--- src/rtl/packet_uart_tx.sv ---
// Byte-serial UART transmitter for the assembled game-state packet (8N1, byte 0 first).
// Define PACKET_UART_TX_CHECKSUM_EN to append an XOR checksum byte after the last packet byte.
module packet_uart_tx #(
  parameter int CLKS_PER_BIT = 868,
  parameter int PACKET_BYTES = 22
) (
  input  logic                      clk,
  input  logic                      rst,
  input  logic [8*PACKET_BYTES-1:0] packet,
  input  logic                      send,
  output logic                      tx,
  output logic                      busy,
  output logic                      done
);

  localparam int PKT_W  = 8 * PACKET_BYTES;
  localparam int BAUD_W = (CLKS_PER_BIT > 1) ? $clog2(CLKS_PER_BIT) : 1;
`ifdef PACKET_UART_TX_CHECKSUM_EN
  localparam int WIRE_BYTES = PACKET_BYTES + 1;
`else
  localparam int WIRE_BYTES = PACKET_BYTES;
`endif
  localparam int IDX_W = $clog2(WIRE_BYTES + 1);

  localparam logic [BAUD_W-1:0] BAUD_LAST = BAUD_W'(CLKS_PER_BIT - 1);
  localparam logic [IDX_W-1:0]  IDX_LAST  = IDX_W'(WIRE_BYTES - 1);

  typedef enum logic [1:0] {
    IDLE  = 2'd0,
    START = 2'd1,
    DATA  = 2'd2,
    STOP  = 2'd3
  } state_t;

  state_t             state_r, state_s;
  logic [BAUD_W-1:0]  baud_r, baud_s;
  logic [2:0]         bit_r, bit_s;
  logic [IDX_W-1:0]   byte_r, byte_s;
  logic [PKT_W-1:0]   shadow_r;
  logic               load_s;
  logic               done_s;
  logic               tx_s;
  logic [7:0]         wire_byte_s;
  logic               tx_r, busy_r, done_r;

  function automatic logic [7:0] pick_byte(input logic [PKT_W-1:0] p,
                                           input logic [IDX_W-1:0] idx);
    logic [7:0] r;
    r = 8'h00;
    for (int i = 0; i < PACKET_BYTES; i++) begin
      r = (idx == IDX_W'(i)) ? p[8*i +: 8] : r;
    end
    return r;
  endfunction

  function automatic logic [7:0] xor_bytes(input logic [PKT_W-1:0] p);
    logic [7:0] r;
    r = 8'h00;
    for (int i = 0; i < PACKET_BYTES; i++) begin
      r = r ^ p[8*i +: 8];
    end
    return r;
  endfunction

  // Next-state logic; every bit period ends on the baud-counter wrap.
  always_comb begin
    state_s = state_r;
    baud_s  = baud_r;
    bit_s   = bit_r;
    byte_s  = byte_r;
    load_s  = 1'b0;
    done_s  = 1'b0;
    case (state_r)
      IDLE: begin
        baud_s = '0;
        bit_s  = 3'd0;
        byte_s = '0;
        if (send) begin
          load_s  = 1'b1;
          state_s = START;
        end else begin
          state_s = IDLE;
        end
      end
      START: begin
        if (baud_r == BAUD_LAST) begin
          baud_s  = '0;
          bit_s   = 3'd0;
          state_s = DATA;
        end else begin
          baud_s = baud_r + BAUD_W'(1);
        end
      end
      DATA: begin
        if (baud_r == BAUD_LAST) begin
          baud_s = '0;
          if (bit_r == 3'd7) begin
            bit_s   = 3'd0;
            state_s = STOP;
          end else begin
            bit_s = bit_r + 3'd1;
          end
        end else begin
          baud_s = baud_r + BAUD_W'(1);
        end
      end
      STOP: begin
        if (baud_r == BAUD_LAST) begin
          baud_s = '0;
          if (byte_r < IDX_LAST) begin
            byte_s  = byte_r + IDX_W'(1);
            state_s = START;
          end else begin
            byte_s  = '0;
            done_s  = 1'b1;
            state_s = IDLE;
          end
        end else begin
          baud_s = baud_r + BAUD_W'(1);
        end
      end
      default: begin
        state_s = IDLE;
        baud_s  = '0;
        bit_s   = 3'd0;
        byte_s  = '0;
      end
    endcase
  end

  // Line level for the next cycle, derived from the next state so tx is a plain register.
  always_comb begin
    tx_s        = 1'b1;
    wire_byte_s = 8'h00;
    case (state_s)
      IDLE:  tx_s = 1'b1;
      START: tx_s = 1'b0;
      DATA: begin
`ifdef PACKET_UART_TX_CHECKSUM_EN
        if (byte_s == IDX_W'(PACKET_BYTES)) begin
          wire_byte_s = xor_bytes(shadow_r);
        end else begin
          wire_byte_s = pick_byte(shadow_r, byte_s);
        end
`else
        wire_byte_s = pick_byte(shadow_r, byte_s);
`endif
        tx_s = wire_byte_s[bit_s];
      end
      STOP:    tx_s = 1'b1;
      default: tx_s = 1'b1;
    endcase
  end

  // State, counters and registered outputs.
  always_ff @(posedge clk or posedge rst) begin
    if (rst) begin
      state_r <= IDLE;
      baud_r  <= '0;
      bit_r   <= 3'd0;
      byte_r  <= '0;
      tx_r    <= 1'b1;
      busy_r  <= 1'b0;
      done_r  <= 1'b0;
    end else begin
      state_r <= state_s;
      baud_r  <= baud_s;
      bit_r   <= bit_s;
      byte_r  <= byte_s;
      tx_r    <= tx_s;
      busy_r  <= (state_s != IDLE);
      done_r  <= done_s;
    end
  end

  // Packet snapshot, taken only when a frame is accepted.
  always_ff @(posedge clk or posedge rst) begin
    if (rst) begin
      shadow_r <= '0;
    end else if (load_s) begin
      shadow_r <= packet;
    end else begin
      shadow_r <= shadow_r;
    end
  end

  assign tx   = tx_r;
  assign busy = busy_r;
  assign done = done_r;

endmodule

--- config.mk ---
export PLATFORM = sky130hd
export DESIGN_NAME = packet_uart_tx
export DESIGN_NICKNAME = d
export VERILOG_FILES = /design/src/rtl/packet_uart_tx.sv
export SDC_FILE = /design/constraint.sdc
export NUM_CORES = 1
export LEC_CHECK = 0
export BUFFER_PORTS_ARGS = -buffer_cell sky130_fd_sc_hd__buf_2
export CAP_MARGIN = 20
export CORE_MARGIN = 5
export CORE_UTILIZATION = 45
export DETAILED_ROUTE_END_ITERATION = 12
export PLACE_DENSITY = 0.67
export SLEW_MARGIN = 30
export SYNTH_ARGS = -nofsm -noshare
export SYNTH_HDL_FRONTEND = slang
export SYNTH_SLANG_ARGS = --single-unit
--- constraint.sdc ---
create_clock -name clk -period 13 [get_ports clk]
set_clock_uncertainty 0.15 [all_clocks]
set_input_delay 2.6 -clock clk [delete_from_list [all_inputs] [get_ports clk]]
set_output_delay 2.6 -clock clk [all_outputs]
set_load 0.05 [all_outputs]
==> results.json <==
{
  "p_clk_share_pct": 44.2,
  "synth_flop_cell": "dfrtp_1",
  "vias_per_cell": 5.95,
  "portBuffers": 181,
  "final_cells": 1343,
  "swShare_pct": 21.8,
  "p_comb_share_pct": 3.6,
  "ant_nets": 0,
  "n_antenna_cell": 0,
  "synth_top_family_by_area": "multiplexers",
  "fin_crit_sh_pct": 41.3,
  "synthDistinctLibCells": 75,
  "tritoncts": "done",
  "rsz0062_at_grt": "no",
  "drv_slew": 0,
  "synth-edff-count": 0,
  "p_leak_nw": 5.81,
  "grtUsageTotal_pct": 22.4,
  "vias": 7993,
  "die_y_um": 160,
  "initial_utilization_pct": 45.3,
  "peakVddDrop_v": 0.0000716,
  "muxShareOfSynthArea_pct": 20.5,
  "wl_per_cell_um": 21.5,
  "grt_pass1_vias": 8103,
  "relSlewSlack_pct": 36.4,
  "syn_avg_cell_area_um2": 11.4,
  "drive_gt1_share_pct": 40.4,
  "arrival_ns": 5.56,
  "cts_root_buf": "clkbuf_16",
  "synth_compound_area_share_pct": 12.6,
  "synthXorXnorAreaFrac_pct": 1.37,
  "async_reset_ff_share_pct": 100,
  "setup_tns_ns": 0,
  "gr-total-overflow": 0,
  "p_int_mw": 0.926,
  "grt_max_degree": 135,
  "clock_latency_ns": 0.44,
  "post_cts_buffers": 0,
  "dr.pass1.iters": 5,
  "synth_cells": 894,
  "ios": 182,
  "rows": 55,
  "setup_viol": 0,
  "start_kind": "register",
  "clkTransAtPathRegs_ns": 0.07,
  "antenna_found_initial": 0,
  "hold_path_class": "register to register",
  "regToRegSetupSlack_ns": 7.63,
  "min_path_cells": 1,
  "worst_pin_slew_ns": 0.951,
  "synth_top_area_share_pct": 48.7,
  "syn_nets": 1084,
  "cts.sinks": 199,
  "die_w_um": 160,
  "p_per_area_mw_per_mm2": 100,
  "rr_worst_depth": 15,
  "drtIter0Drc": 664,
  "yosys.area_share.simple_pct": 11.7,
  "cts_resized": 0,
  "placedCellCount": 1311,
  "synth_area_leaders": "dfrtp_1 49%, mux2_2 20%, nand2_1 2.4%",
  "synthAdderAreaFrac_pct": 1.35,
  "synth_seq_area_share_pct": 49.0,
  "synth_area_mm2": 0.0102,
  "seqPwrFrac_pct": 52.2,
  "ys_seq_elements": 199,
  "endpoint_kind": "register",
  "power.switching_mw": 0.258,
  "worstPathRequired_ns": 13.19,
  "ctsHtreeMaxLevel": 4,
  "worstSetupPathType": "register to register",
  "utilization_pct": 52.7,
  "cap_violations": 0,
  "status": "complete, no violations",
  "wl_um": 28900,
  "core-area_mm2": 0.0224,
  "grt_pass1_wl_um": 45600,
  "synth_warnings": 0,
  "path_max_fanout": 61,
  "area_growth_pct": 16.3,
  "gp_congestion": 0.937,
  "clockBufferDepth": 2,
  "die_area_mm2": 0.0257,
  "hpwl_um": 20900,
  "synth_top_cell_by_area": "dfrtp_1",
  "hold_buffers": 0,
  "drc": 0,
  "fin_crit_ns": 5.37,
  "hold_viol_final": 0,
  "fin_nets": 1235,
  "fmax_mhz": 186,
  "cts_buffers": 17
}
==> registers in the layout (all words and copies together), names as in the netlist <==
signal,flops
shadow_r,176
baud_r,10
byte_r,5
bit_r,3
state_r,2
busy,1
done,1
tx,1
==> power groups by stage <==
stage	Clock [mW]	Combinational, mW	Sequential (mW)
after global routing	0.557	0.0477	0.618
after detailed placement	0	0.0437	0.631
after global placement	0	0.0443	0.631
after CTS	0.533	0.0439	0.619
final	0.523	0.0422	0.619
after floorplan	0	0.00955	0.631
==> worst max-delay path: stages (launching register included) <==
cell      delay, ns
dfrtp_1        0.39
ha_1           0.24
nand4b_1       0.40
or3_4          0.56
nor4_4         0.61
nor2_4         0.02
buf_4          0.34
inv_2          0.43
buf_4          0.53
mux2_2         0.40
a21oi_1        0.15
nand3_1        0.09
a221oi_1       0.35
nand3_1        0.16
a32oi_1        0.33
o22ai_1        0.12
==> final cells by class <==
type	instances	area [um2]
clock inverter	12	129
inverter	17	76.3
clock buffer	20	447
multi-input combinational	620	4860
timing repair buffer	190	977
fill	2015	10600
sequential	199	4980
tap	285	357
==> layer usage <==
| layer | vias up | share of wire (%) | global-route usage (%) |
|---|---|---|---|
| met5 | - | 0 | 0 |
| met4 | 0 | 2.6 | 7.04 |
| met3 | 51 | 6.9 | 4.54 |
| met2 | 345 | 45 | 34.0 |
| met1 | 3952 | 46 | 32.6 |
| li1 | 3645 | - | - |
==> metrics by stage <==
stage               worst slack (ns)  power [mW]  hold WS, ns  area, um2
finish                          7.63        1.18        0.340      11800
global route                    7.32        1.22        0.362      11800
CTS                             7.52        1.20        0.339      11800
detailed placement              7.07       0.674        0.329      11200
global placement                7.14       0.675        0.318      11200
floorplan                       4.83       0.640        0.305      10200
==> worst paths after layout <==
kind | start | to
min | baud_r[0]$_DFF_PP0_ | baud_r[0]$_DFF_PP0_
max reg2reg | baud_r[0]$_DFF_PP0_ | tx$_DFF_PP1_
min reg2reg | baud_r[0]$_DFF_PP0_ | baud_r[0]$_DFF_PP0_
min in group asynchronous | rst | shadow_r[35]$_DFFE_PP0P_
max | baud_r[0]$_DFF_PP0_ | tx$_DFF_PP1_
max in group asynchronous | rst | shadow_r[157]$_DFFE_PP0P_
==> cells in the final DEF, fill, tap and decap left out, types with 7 or more instances in the layout <==
| cell type | count |
|---|---|
| a211oi_1 | 9 |
| a21oi_1 | 32 |
| a31oi_1 | 12 |
| a32oi_1 | 9 |
| and3_1 | 7 |
| buf_2 | 181 |
| buf_4 | 8 |
| clkbuf_16 | 17 |
| dfrtp_1 | 198 |
| ha_1 | 11 |
| inv_1 | 15 |
| mux2_2 | 180 |
| nand2_1 | 63 |
| nand3_1 | 36 |
| nand4_1 | 7 |
| nor2_1 | 50 |
| nor3_1 | 23 |
| nor4_1 | 9 |
| o21ai_0 | 18 |
| o22ai_1 | 13 |
| or3_1 | 7 |
| xnor2_1 | 9 |
==> kinds of logic (layout without fill, tap and decap cells) <==
group	after synthesis	after routing
flip-flops	199	199
AO/OA/AOI/OAI	176	176
adder cells (fa/ha/maj)	11	11
XOR/XNOR	15	15
multiplexers	186	186
AND/OR/NAND/NOR	232	232
buffers and inverters	75	239
==> cell usage after synthesis, types with 4 or more instances <==
library cell,n
nand4_1,7
xnor2_1,9
xor2_1,5
ha_1,11
a21oi_1,32
nand3_1,36
o21a_1,4
a31oi_1,12
o221ai_1,6
a32oi_1,9
nand2b_1,5
inv_1,16
mux2_2,180
mux2i_1,6
and3_1,7
o211ai_1,6
or3_1,7
nand2_1,64
dfrtp_1,198
o21ai_0,18
o31ai_1,4
buf_4,5
buf_2,11
buf_1,7
buf_6,5
a211oi_1,9
clkbuf_1,30
nor3_1,23
nor4_1,9
a21o_1,4
nor2_1,50
o22ai_1,13
a221oi_1,6
Power figures use the tool's default switching activity.
